**src/rtl/cache_refill_ctrl.sv**
```systemverilog
// Line-refill engine: fetches a 4-word block from 32-bit memory on a miss
// and delivers the assembled line with a one-cycle valid pulse.
module cache_refill_ctrl #(
  parameter int WORD_SIZE  = 32,
  parameter int WORD_COUNT = 4,
  parameter int ADDR_W     = 15,
  parameter int TIMEOUT    = 64
) (
  input  logic                            clk,
  input  logic                            rst,
  input  logic                            missReq,
  input  logic [ADDR_W-1:0]               missAddr,
  output logic                            memReq,
  output logic [ADDR_W-1:0]               memAddr,
  input  logic                            memAck,
  input  logic                            memRvalid,
  input  logic [WORD_SIZE-1:0]            memRdata,
  output logic [WORD_SIZE*WORD_COUNT-1:0] lineData,
  output logic                            lineValid,
  output logic                            busy,
  output logic                            timeoutErr,
  output logic [13:0]                     missCount
);

  localparam int BEAT_W = $clog2(WORD_COUNT);
  localparam int TMR_W  = $clog2(TIMEOUT + 1);
  localparam logic [TMR_W-1:0]  TMO_V  = TMR_W'(TIMEOUT);
  localparam logic [BEAT_W-1:0] LAST   = BEAT_W'(WORD_COUNT - 1);
  localparam logic [ADDR_W-1:0] OFFMSK = ADDR_W'(WORD_COUNT - 1);

  typedef enum logic [1:0] {
    S_IDLE,
    S_REQ,
    S_WAIT,
    S_DONE
  } state_t;

  state_t             state, state_n;
  logic [ADDR_W-1:0]  base;
  logic [BEAT_W-1:0]  beat;
  logic [TMR_W-1:0]   timer;

  logic accept;
  logic acked;
  logic capture;
  logic tmo;
  logic in_beat;

  assign in_beat = (state == S_REQ) || (state == S_WAIT);
  assign tmo     = in_beat && (timer == TMO_V);

  always_comb begin
    state_n = state;
    accept  = 1'b0;
    acked   = 1'b0;
    capture = 1'b0;
    unique case (state)
      S_IDLE: begin
        if (missReq) begin
          accept  = 1'b1;
          state_n = S_REQ;
        end
      end
      S_REQ: begin
        if (tmo) begin
          state_n = S_IDLE;
        end else if (memAck) begin
          acked   = 1'b1;
          state_n = S_WAIT;
        end
      end
      S_WAIT: begin
        if (tmo) begin
          state_n = S_IDLE;
        end else if (memRvalid) begin
          capture = 1'b1;
          state_n = (beat == LAST) ? S_DONE : S_REQ;
        end
      end
      S_DONE: state_n = S_IDLE;
      default: state_n = S_IDLE;
    endcase
  end

  always_ff @(posedge clk or negedge rst) begin
    if (!rst) begin
      state      <= S_IDLE;
      base       <= '0;
      beat       <= '0;
      timer      <= '0;
      lineData   <= '0;
      timeoutErr <= 1'b0;
      missCount  <= '0;
    end else begin
      state <= state_n;
      if (accept) begin
        base       <= missAddr & ~OFFMSK;
        beat       <= '0;
        timeoutErr <= 1'b0;
        if (missCount != 14'h3FFF) missCount <= missCount + 14'd1;
      end
      // Timer restarts at every beat start and again once memory accepts
      if (accept || acked || capture) timer <= '0;
      else if (in_beat)               timer <= timer + 1'b1;
      if (capture && beat != LAST) beat <= beat + 1'b1;
      if (tmo) timeoutErr <= 1'b1;
      for (int i = 0; i < WORD_COUNT; i++) begin
        if (capture && beat == BEAT_W'(i))
          lineData[i*WORD_SIZE +: WORD_SIZE] <= memRdata;
      end
    end
  end

  assign memReq    = (state == S_REQ);
  assign memAddr   = base + {{(ADDR_W-BEAT_W){1'b0}}, beat};
  assign lineValid = (state == S_DONE);
  assign busy      = (state != S_IDLE);

endmodule

```
**config.mk**
```make
export PLATFORM = sky130hd
export DESIGN_NAME = cache_refill_ctrl
export DESIGN_NICKNAME = d
export VERILOG_FILES = /design/src/rtl/cache_refill_ctrl.sv
export SDC_FILE = /design/constraint.sdc
export NUM_CORES = 1
export LEC_CHECK = 0
export CORE_MARGIN = 8
export CORE_UTILIZATION = 46
export CTS_CLUSTER_DIAMETER = 200
export CTS_CLUSTER_SIZE = 25
export DETAILED_ROUTE_END_ITERATION = 7
export PLACE_DENSITY = 0.91
export SLEW_MARGIN = 20
export SYNTH_ARGS = -nofsm -noshare
export SYNTH_HDL_FRONTEND = slang
export SYNTH_SLANG_ARGS = --single-unit
```
**constraint.sdc**
```tcl
create_clock -name clk -period 2.5 [get_ports clk]
set_clock_uncertainty 0.2 [all_clocks]
set_input_delay 0.375 -clock clk [delete_from_list [all_inputs] [get_ports clk]]
set_output_delay 0.375 -clock clk [all_outputs]
set_load 0.01 [all_outputs]
```
* Word level (Yosys, flattened, before mapping)
Cells that the tools add are included.
** Word-level totals
- Register bits :: 167
- Memory bits (writable) :: 0
- Bits in latches :: 0
- ROM bits :: 0
- Memories kept :: 0
** Cells by class
- Reduce and logical (&&, ||, !) cells :: 17
- Multipliers :: 0
- Multiplexer cells :: 21
- Bitwise operators :: 0
- Shifts and indexed selects :: 0
- $lt $le $gt $ge :: 0
- Div/mod/pow operators :: 0
- Equality and inequality tests :: 12
- $add $sub $neg :: 4
** Operators with widths (number)
- two-way mux 2 bit :: 8
- adder 15 x 2 -> 15 bit :: 1
- adder 14 x 1 -> 14 bit, second input constant :: 1
- two-way mux 7 bit :: 2
- != test 14 bit, second input constant :: 1
- two-way mux 1 bit :: 10
- == test 2 bit, second input constant :: 4
- one-hot mux 2 bit (4 select lines) :: 1
- nonzero test 2 bit :: 4
- adder 7 x 1 -> 7 bit, second input constant :: 1
- == test 7 bit, second input constant :: 1
- logical AND 1 bit :: 6
- == test 2 x 1 -> 1 bit, second input constant :: 2
- logical NOT 2 bit :: 2
- != test 2 bit, second input constant :: 2
- logical OR 1 bit :: 3
- != test 3 x 1 -> 1 bit, second input constant :: 1
- != test 3 bit, second input constant :: 1
- AND reduction 3 bit :: 1
- adder 2 x 1 -> 2 bit, second input constant :: 1
- AND reduction 2 bit :: 1

* Logic depth before layout (Yosys ltp)
Gate-level depths: netlist (run 1).
- Word-level depth :: 8
- Mapped depth :: 7
- Gate-level depth less buffers :: 6

* Least setup slack after synthesis (run 1)
No wires, ideal clock.
- Path type :: reg-to-reg
- Start point :: register state[0]
- End point :: register lineData[100]
- Arrival :: 1890 ps
- Library setup time :: 125 ps
- Path slack :: 286 ps
- Cell stages (with the launch flop) :: 8
- Path buffers :: 1
- Cells stage by stage :: dfrtp_1 inv_1 ha_1 and4bb_2 a31oi_4 nand2_1 buf_6 mux2_2
** On the way
- Cells in the longest elaborated chain, start to end :: 6
** Ends and longest elaborated chain
- start, declared :: RTL line 38 : state_t state, state_n;
- start signal, assigned :: RTL line 95 : state <= state_n;
- == test 2 x 1 -> 1 bit / == test 2 bit (equally long branches) :: RTL line 49, 57
- logical OR 1 bit :: RTL line 49 : assign in_beat = (state == S_REQ) || (state == S_WAIT);
- logical AND 1 bit :: RTL line 50 : assign tmo = in_beat && (timer == TMO_V);
- two-way mux 1 bit :: RTL line 73 : if (tmo) begin
- two-way mux 1 bit (*) :: RTL line 57 : unique case (state)
- logical AND 1 bit (*) :: RTL line 108 : if (capture && beat == BEAT_W'(i))
- end signal, assigned by index :: RTL line 109 : lineData[i*WORD_SIZE +: WORD_SIZE] <= memRdata;
- end, declared :: RTL line 18 : output logic [WORD_SIZE*WORD_COUNT-1:0] lineData,
Every way passes the cells marked *; elsewhere a longest branch is shown, timed or not.
A chain may end at the register's enable or synchronous reset.

* Worst setup path after layout (run 1)
- Start point :: register state[1]
- End point :: output port memReq
** On the way
- Cells in the longest elaborated chain, start to end :: 1
** Ends and longest elaborated chain
- == test 2 x 1 -> 1 bit :: RTL line 114 : assign memReq = (state == S_REQ);
- end, declared :: RTL line 13 : output logic memReq,
Every way passes these cells.

==> key figures, run 1 <==
Status
  – Result of the run: complete, no violations

Route
  – Drt first pass iters: 4
  – Via count normalized by instance count: 5.157
  – Number of vias in the routed layout: 4502
  – Number of nets still failing antenna checks after routing: 0
  – Total routed wirelength: 17770 µm
  – DRC violations left: 0
  – DR iter-0 viols: 243
  – Wire per inst: 20.36 µm

Floorplanning
  – Die Y: 137.0 µm
  – Effective utilization at floorplan: 46.70%
  – Horizontal die dimension: 137.0 µm
  – Die outline area: 0.01877 mm²
  – Core region area: 0.01442 mm²
  – Rows: 44
  – Io pins: 213

STA
  – Slew of the pin with the lowest slew margin: 0.5577 ns
  – Total negative slack: 0 ns
  – Number of max-slew violations in the final report: 0
  – Final hold vios: 0
  – Worst Hold Slack: 0.3057 ns
  – Min Tclk post-route: 2.353 ns
  – Setup violators final: 0
  – Final worst-path cycle share: 94.14%
  – Max-slew headroom: 62.82%
  – RSZ-0062 raised after global routing: no
  – Upper clock frequency limit: 424.9 MHz

Synthesis
  – Distinct cell type count of the synthesized netlist: 32
  – Leading cell type by number of instances after synthesis: sky130_fd_sc_hd__dfrtp_1
  – Nets in the synthesized netlist: 511
  – Cell area after synthesis: 0.006735 mm²
  – Synthesized instance count: 447
  – Most instantiated cells after synthesis: sky130_fd_sc_hd__dfrtp_1, sky130_fd_sc_hd__mux2_2, sky130_fd_sc_hd__nand2_1, sky130_fd_sc_hd__nor2_1
  – Cells taking the most area after synthesis: sky130_fd_sc_hd__dfrtp_1, sky130_fd_sc_hd__mux2_2, sky130_fd_sc_hd__ha_1
  – Share of Yosys cell area claimed by the top area cell type: 62.05%
  – Fraction of registers with async set or reset after synthesis: 100.0%
  – Ys flop type: sky130_fd_sc_hd__dfrtp_1
  – Sequential fraction of the synthesis area: 62.05%
  – Synthesis Warnings: 0
  – Average cell area after synthesis: 15.07 µm²
  – Count of flip-flops with a built-in enable after synthesis: 0
  – Synth area leader: sky130_fd_sc_hd__dfrtp_1
  – #FFs+latches synth: 167

Cells and area
  – Final net count: 740
  – Ant diodes: 0
  – Synth-to-layout area growth: 43.77%
  – Ratio of cells with drive above 1 in the final layout: 28.30%
  – Cell area after layout: 0.009683 mm²
  – Count of filler cells inserted in the layout: 995
  – Core Util, Final: 67.13%

Worst setup path
  – Critical path endpoint category: output port
  – Crit path required time: 1.92 ns
  – Arrival time of the worst setup path: 1.78 ns
  – Critical Setup Path Class: reg -> out
  – Worst Setup Start Kind: register
  – Ordered cell list for the critical path: inv_1 -> ha_1 -> clkdlybuf4s50_1
  – Maximum single-stage delay on the critical path: 0.59 ns
  – Cell with the largest stage delay on the worst path: sky130_fd_sc_hd__clkdlybuf4s50_1
  – Maximum fanout along the worst path: 4

Job
  – Number of max-capacitance violations reported: 0

Placement
  – HPWL reported at the end of detailed placement: 13010 µm
  – Area after detailed placement: 0.009094 mm²
  – Routability-driven placement congestion ratio: 0.8323
  – Port Buffers: 210

GRT
  – Global-route wire length before repair: 28100 µm
  – Initial antenna violation count: 0
  – Overall track demand over capacity in global routing: 19.42%
  – Largest net degree at the start of global routing: 57
  – Overflow left after global routing: 0
  – Vias in the first global route: 5150

CTS
  – Clock tree from TritonCTS: built
  – H-tree level count: 4
  – Number of setup buffers added after CTS: 0
  – # clock sinks: 167
  – CTS max path bufs: 2
  – Total clock buffers created by CTS: 17
  – Buffer cell driving the clock tree root: sky130_fd_sc_hd__clkbuf_16
  – Worst skew pair latency: 0.42 ns
  – CTS clk-pin slew, worst paths: 0.06 ns

Pwr
  – Total Power Consumption: 0.01060 W
  – Total power divided by cell area: 1095 mW/mm²
  – Leakage power: 4.468 nW
  – VDD IR max: 0.0005749 V

Hold path
  – Worst min-delay path category: reg -> reg
==> routing by layer <==
layer	global-route usage [%]	routed length [µm]	part of all wire (%)
met5	0	0	0
met4	5.613	201	1.1
met1	21.60	6809	38
met3	7.159	1349	7.6
met2	34.05	9412	53
==> through the flow <==
stage | cells | worst slack (ns)
2_1_floorplan | 447 | 0.2857
3_3_place_gp | 840 | 0.1967
3_5_place_dp | 840 | 0.1214
4_1_cts | 873 | 0.05543
5_1_grt | 873 | 0.04341
6_report | 873 | 0.1465
==> where the power goes <==
group | switching [W] | internal, W
sequential | 0.000563 | 0.00358
combinational | 0.00156 | 0.00238
clock | 0.00102 | 0.00149
==> what timing repair did <==
action,in CTS,in global routing
hold buffers,1,0
hold endpoints to repair,51,0
endpoints found under the setup margin,0,20
gates resized for setup,0,2
==> state kept, by name, indices dropped and copies added, names as in the netlist <==
signal	flops
state	2
timeoutErr	1
beat	2
base	13
missCount	14
timer	7
lineData	128
==> critical path, delay by kind of cell (launching register included) <==
kind       cells  cell delay [ns]
fa+ha+maj      1             0.25
buf+inv        2             0.72
flops          1             0.40
==> layout by cell type (no fill, tap or decap), types with 2 or more instances in the layout <==
| cell type | n |
|---|---|
| sky130_fd_sc_hd__clkdlybuf4s50_1 | 208 |
| sky130_fd_sc_hd__dfrtp_1 | 167 |
| sky130_fd_sc_hd__mux2_2 | 142 |
| sky130_fd_sc_hd__nor2_1 | 17 |
| sky130_fd_sc_hd__clkbuf_16 | 17 |
| sky130_fd_sc_hd__nand2_1 | 13 |
| sky130_fd_sc_hd__inv_1 | 12 |
| sky130_fd_sc_hd__ha_1 | 12 |
| sky130_fd_sc_hd__xor2_1 | 11 |
| sky130_fd_sc_hd__nor3_1 | 9 |
| sky130_fd_sc_hd__nand3_1 | 7 |
| sky130_fd_sc_hd__buf_4 | 7 |
| sky130_fd_sc_hd__a21oi_1 | 6 |
| sky130_fd_sc_hd__nand4_1 | 5 |
| sky130_fd_sc_hd__clkinv_2 | 5 |
| sky130_fd_sc_hd__buf_12 | 5 |
| sky130_fd_sc_hd__nand2_2 | 4 |
| sky130_fd_sc_hd__xnor2_1 | 4 |
| sky130_fd_sc_hd__mux2i_1 | 3 |
| sky130_fd_sc_hd__o21ai_0 | 3 |
| sky130_fd_sc_hd__and3_1 | 2 |
| sky130_fd_sc_hd__a2bb2oi_1 | 2 |
| sky130_fd_sc_hd__clkbuf_1 | 2 |
| sky130_fd_sc_hd__clkinv_4 | 2 |
| sky130_fd_sc_hd__clkinvlp_4 | 2 |
| sky130_fd_sc_hd__bufinv_16 | 2 |
| sky130_fd_sc_hd__buf_6 | 2 |
==> layout make-up <==
cell class              instances  area, µm²  share of cell area, %
flip-flops and latches        167       4179                  43.16
multi-input cells             254       2376                  24.54
repair buffers                224       2280                  23.54
clock buffers                  20      446.7                  4.613
well taps                     184      230.2                  2.378
clock inverters                12      126.4                  1.305
inverters                      12      45.04                 0.4652
==> logic make-up (layout without fill, tap and decap cells) <==
group | Yosys count | after routing | synth area share, %
AOI/OAI and AO/OA | 17 | 17 | 2.044
xor gates and xnor gates | 15 | 15 | 1.950
adders and majority gates | 12 | 12 | 2.229
buffers and inverters | 26 | 268 | 2.824
DFF | 167 | 167 | 62.05
muxes | 145 | 145 | 24.19
and+or+nand+nor | 65 | 65 | 4.719
==> path summary, 6_finish.rpt <==
check / from / to / slack, ns / cells past startpoint
setup / recovery: state[1]$_DFFE_PN0P_ / memReq / 0.15 / 3
hold / removal: base[11]$_DFFE_PN0P_ / base[11]$_DFFE_PN0P_ / 0.31 / 1
setup reg to reg: state[0]$_DFFE_PN0P_ / lineData[1]$_DFFE_PN0P_ / 0.16 / 7
hold reg to reg: base[11]$_DFFE_PN0P_ / base[11]$_DFFE_PN0P_ / 0.31 / 1
max in group asynchronous: rst / lineData[114]$_DFFE_PN0P_ / 1.06 / 3
min in group asynchronous: rst / base[2]$_DFFE_PN0P_ / 0.32 / 2
(Power assumes the default switching activity.)
==> inputs of run 2 (changes only) <==
Settings changed: CORE_ASPECT_RATIO set to 1.1.
==> run 2 against run 1 <==
Net effect:
- worst setup slack got worse by 0.053 ns
- sequential cell count unchanged
- critical path depth up 4
- sequential share of layout area about the same
- combinational power barely moved
- cell count rose by 0.80%
- wire length decreased by 4.4%
- global-route usage decreased by 0.97 points
- via count fell by 0.76%
- cell area is essentially flat
- sequential power hardly changed
- first-iteration DRC count increased by 9.5%
- critical endpoint is now lineData[6]$_DFFE_PN0P_
==> key figures, run 2 (same netlist as run 1, synthesis figures left out) <==
Status
  – Result of the run: complete, no violations

Cells and area
  – Core Util, Final: 67.25% (+0.12 points)
  – Most common cell after layout, fill and taps aside: sky130_fd_sc_hd__clkdlybuf4s50_1
  – Commonest cells after routing, fill and taps aside: sky130_fd_sc_hd__clkdlybuf4s50_1, sky130_fd_sc_hd__dfrtp_1, sky130_fd_sc_hd__mux2_2
  – Final net count: 739 (-0.14%)
  – Synth-to-layout area growth: 43.67% (about the same)
  – Cell area after layout: 0.009677 mm² (about the same)
  – Ant diodes: 0 (unchanged)
  – Count of filler cells inserted in the layout: 1006 (+1.1%)
  – Ratio of cells with drive above 1 in the final layout: 28.49% (+0.19 points)
  – Register with the most flip-flops: lineData
  – Largest register FFs: 128 (unchanged)
  – Non-Filler Instances: 880 (+0.80%)
  – Largest registers: lineData: 128 flops, missCount: 14 flops, base: 13 flops

Placement
  – Area after detailed placement: 0.009084 mm² (-0.11%)
  – Placed cells: 847 (+0.83%)
  – Routability-driven placement congestion ratio: 0.8793 (+5.6%)
  – HPWL reported at the end of detailed placement: 12370 µm (-4.9%)
  – Port Buffers: 210 (unchanged)

GRT
  – Vias in the first global route: 4968 (-3.5%)
  – Overflow left after global routing: 0 (unchanged)
  – Global-route wire length before repair: 27320 µm (-2.8%)
  – Initial antenna violation count: 0 (unchanged)
  – Largest net degree at the start of global routing: 64 (+12%)
  – Overall track demand over capacity in global routing: 18.45% (-0.97 points)

Pwr
  – Leakage power: 4.441 nW (-0.61%)
  – Switching Power: 0.003153 W (+0.28%)
  – Total power divided by cell area: 1093 mW/mm² (-0.15%)
  – VDD IR max: 0.0006162 V (+7.2%)
  – Internal power component: 0.007424 W (-0.43%)
  – Switching part of the total power: 29.81% (+0.15 points)
  – Share of power burned in registers: 38.9% (-0.2 points)
  – Clock Power Share: 23.8% (about the same)
  – Combinational cell fraction of total power: 37.3% (about the same)

STA
  – Setup violators final: 0 (unchanged)
  – Slew of the pin with the lowest slew margin: 0.5053 ns (-0.05235 ns)
  – Total negative slack: 0 ns (unchanged)
  – Number of max-slew violations in the final report: 0 (unchanged)
  – Final hold vios: 0 (unchanged)
  – Worst Hold Slack: 0.2920 ns (-0.01364 ns)
  – Max-slew headroom: 66.09% (+3.3 points)
  – Upper clock frequency limit: 415.6 MHz (-2.2%)
  – Final worst-path cycle share: 96.25% (+2.1 points)
  – Min Tclk post-route: 2.406 ns (+0.05278 ns)
  – RSZ-0062 raised after global routing: no

CTS
  – Number of setup buffers added after CTS: 0 (unchanged)
  – Hold-fix buffers, CTS: 1 (unchanged)
  – Buffer cell driving the clock tree root: sky130_fd_sc_hd__clkbuf_16
  – Post-cts resize count: 0 (unchanged)
  – Worst skew pair latency: 0.41 ns (about the same)
  – Total clock buffers created by CTS: 17 (unchanged)
  – H-tree level count: 4 (unchanged)
  – Clock tree from TritonCTS: built
  – CTS max path bufs: 2 (unchanged)
  – # clock sinks: 167 (unchanged)
  – CTS clk-pin slew, worst paths: 0.06 ns (about the same)

Worst setup path
  – Slack of the worst reg-to-reg path: 0.09 ns (-0.07 ns)
  – Critical path endpoint category: register
  – Worst flop-to-flop path startpoint: state[0]$_DFFE_PN0P_
  – R2R Path End: lineData[6]$_DFFE_PN0P_
  – Critical Setup Path Class: reg -> reg
  – Cell depth of the worst flop-to-flop path: 7 (unchanged)
  – Maximum fanout along the worst path: 21 (+17)
  – Worst Setup Start Kind: register
  – Crit path required time: 2.59 ns (+0.67 ns)
  – Arrival time of the worst setup path: 2.50 ns (+0.72 ns)

Route
  – Number of nets still failing antenna checks after routing: 0 (unchanged)
  – DR iter-0 viols: 266 (+9.5%)
  – Drt first pass iters: 4 (unchanged)
  – DRC violations left: 0 (unchanged)
  – Number of vias in the routed layout: 4468 (-0.76%)
  – Total routed wirelength: 17000 µm (-4.4%)
  – Wire per inst: 19.31 µm (-5.1%)
  – Via count normalized by instance count: 5.077 (-1.5%)

Floorplanning
  – Core region area: 0.01439 mm² (-0.24%)
  – Io pins: 213 (unchanged)
  – Horizontal die dimension: 131.4 µm (-4.1%)
  – Die outline area: 0.01877 mm² (about the same)
  – Die Y: 142.9 µm (+4.3%)
  – Rows: 46 (+4.5%)
  – Effective utilization at floorplan: 46.81% (+0.11 points)

Job
  – Number of max-capacitance violations reported: 0 (unchanged)

Hold path
  – Worst min-delay path category: in -> async
run 2: changes by cell type in the layout (fill, tap and decap cells not counted), sizes merged:
cell and change:
buf -1, bufinv -1, clkdlybuf4s50 +1, clkinv -4
clkinvlp +3, dlymetal6s2s -1, inv +2
run 2: how the worst max path moves through the flow:
stage                              start                         to  depth (start not counted)
floorplan           state[0]$_DFFE_PN0P_  lineData[100]$_DFFE_PN0P_                          7
global placement    state[0]$_DFFE_PN0P_   lineData[17]$_DFFE_PN0P_                          7
detailed placement  state[0]$_DFFE_PN0P_    lineData[6]$_DFFE_PN0P_                          7
CTS                 state[0]$_DFFE_PN0P_    lineData[6]$_DFFE_PN0P_                          7
global route        state[0]$_DFFE_PN0P_    lineData[6]$_DFFE_PN0P_                          7
finish              state[0]$_DFFE_PN0P_    lineData[6]$_DFFE_PN0P_                          7
run 2: metrics by stage:
step | power, W | setup slack, ns
after floorplan | 0.005751 | 0.2857
after global placement | 0.007934 | 0.2024
after detailed placement | 0.008154 | 0.08948
after CTS | 0.01071 | 0.08123
after global routing | 0.01114 | 0.007765
final | 0.01058 | 0.09376
run 2: worst max-delay path, stage by stage, from the launching register on:
cell and delay, ns:
sky130_fd_sc_hd__dfrtp_1 0.40, sky130_fd_sc_hd__inv_1 0.10, sky130_fd_sc_hd__ha_1 0.32, sky130_fd_sc_hd__and4bb_2 0.29, sky130_fd_sc_hd__a31oi_4 0.14, sky130_fd_sc_hd__nand2_2 0.11, sky130_fd_sc_hd__buf_4 0.33, sky130_fd_sc_hd__mux2_2 0.39
run 2: final cells by class:
class,count,area (µm²),share of cell area [%]
Clock buffer,20,466.7,4.823
Tap cell,192,240.2,2.483
Inverter,12,45.04,0.4655
Clock inverter,12,116.4,1.202
Multi-Input combinational cell,254,2376,24.55
Sequential cell,167,4179,43.19
Timing Repair Buffer,223,2253,23.29
run 2: metal layers:
layer,vias up,part of all wire [%],GRT usage (%)
met4,0,1.3,6.292
met1,2276,37,19.50
met2,146,55,33.82
met3,16,6.3,6.254
met5,-,0,0
li1,2030,-,-
run 2: power groups by stage:
stage	combinational, W	sequential [W]	clock, W
6_report	0.00394	0.00412	0.00252
5_1_grt	0.00422	0.00422	0.00269
4_1_cts	0.00402	0.00412	0.00258
3_5_place_dp	0.00399	0.00416	0
3_3_place_gp	0.00385	0.00409	0
2_1_floorplan	0.00127	0.00448	0
==> inputs of run 3 (changes only) <==
Settings changed: HOLD_SLACK_MARGIN set to 0.06.
==> results of run 3 <==
Final layout, timing and power as in run 2 (identical DEF).
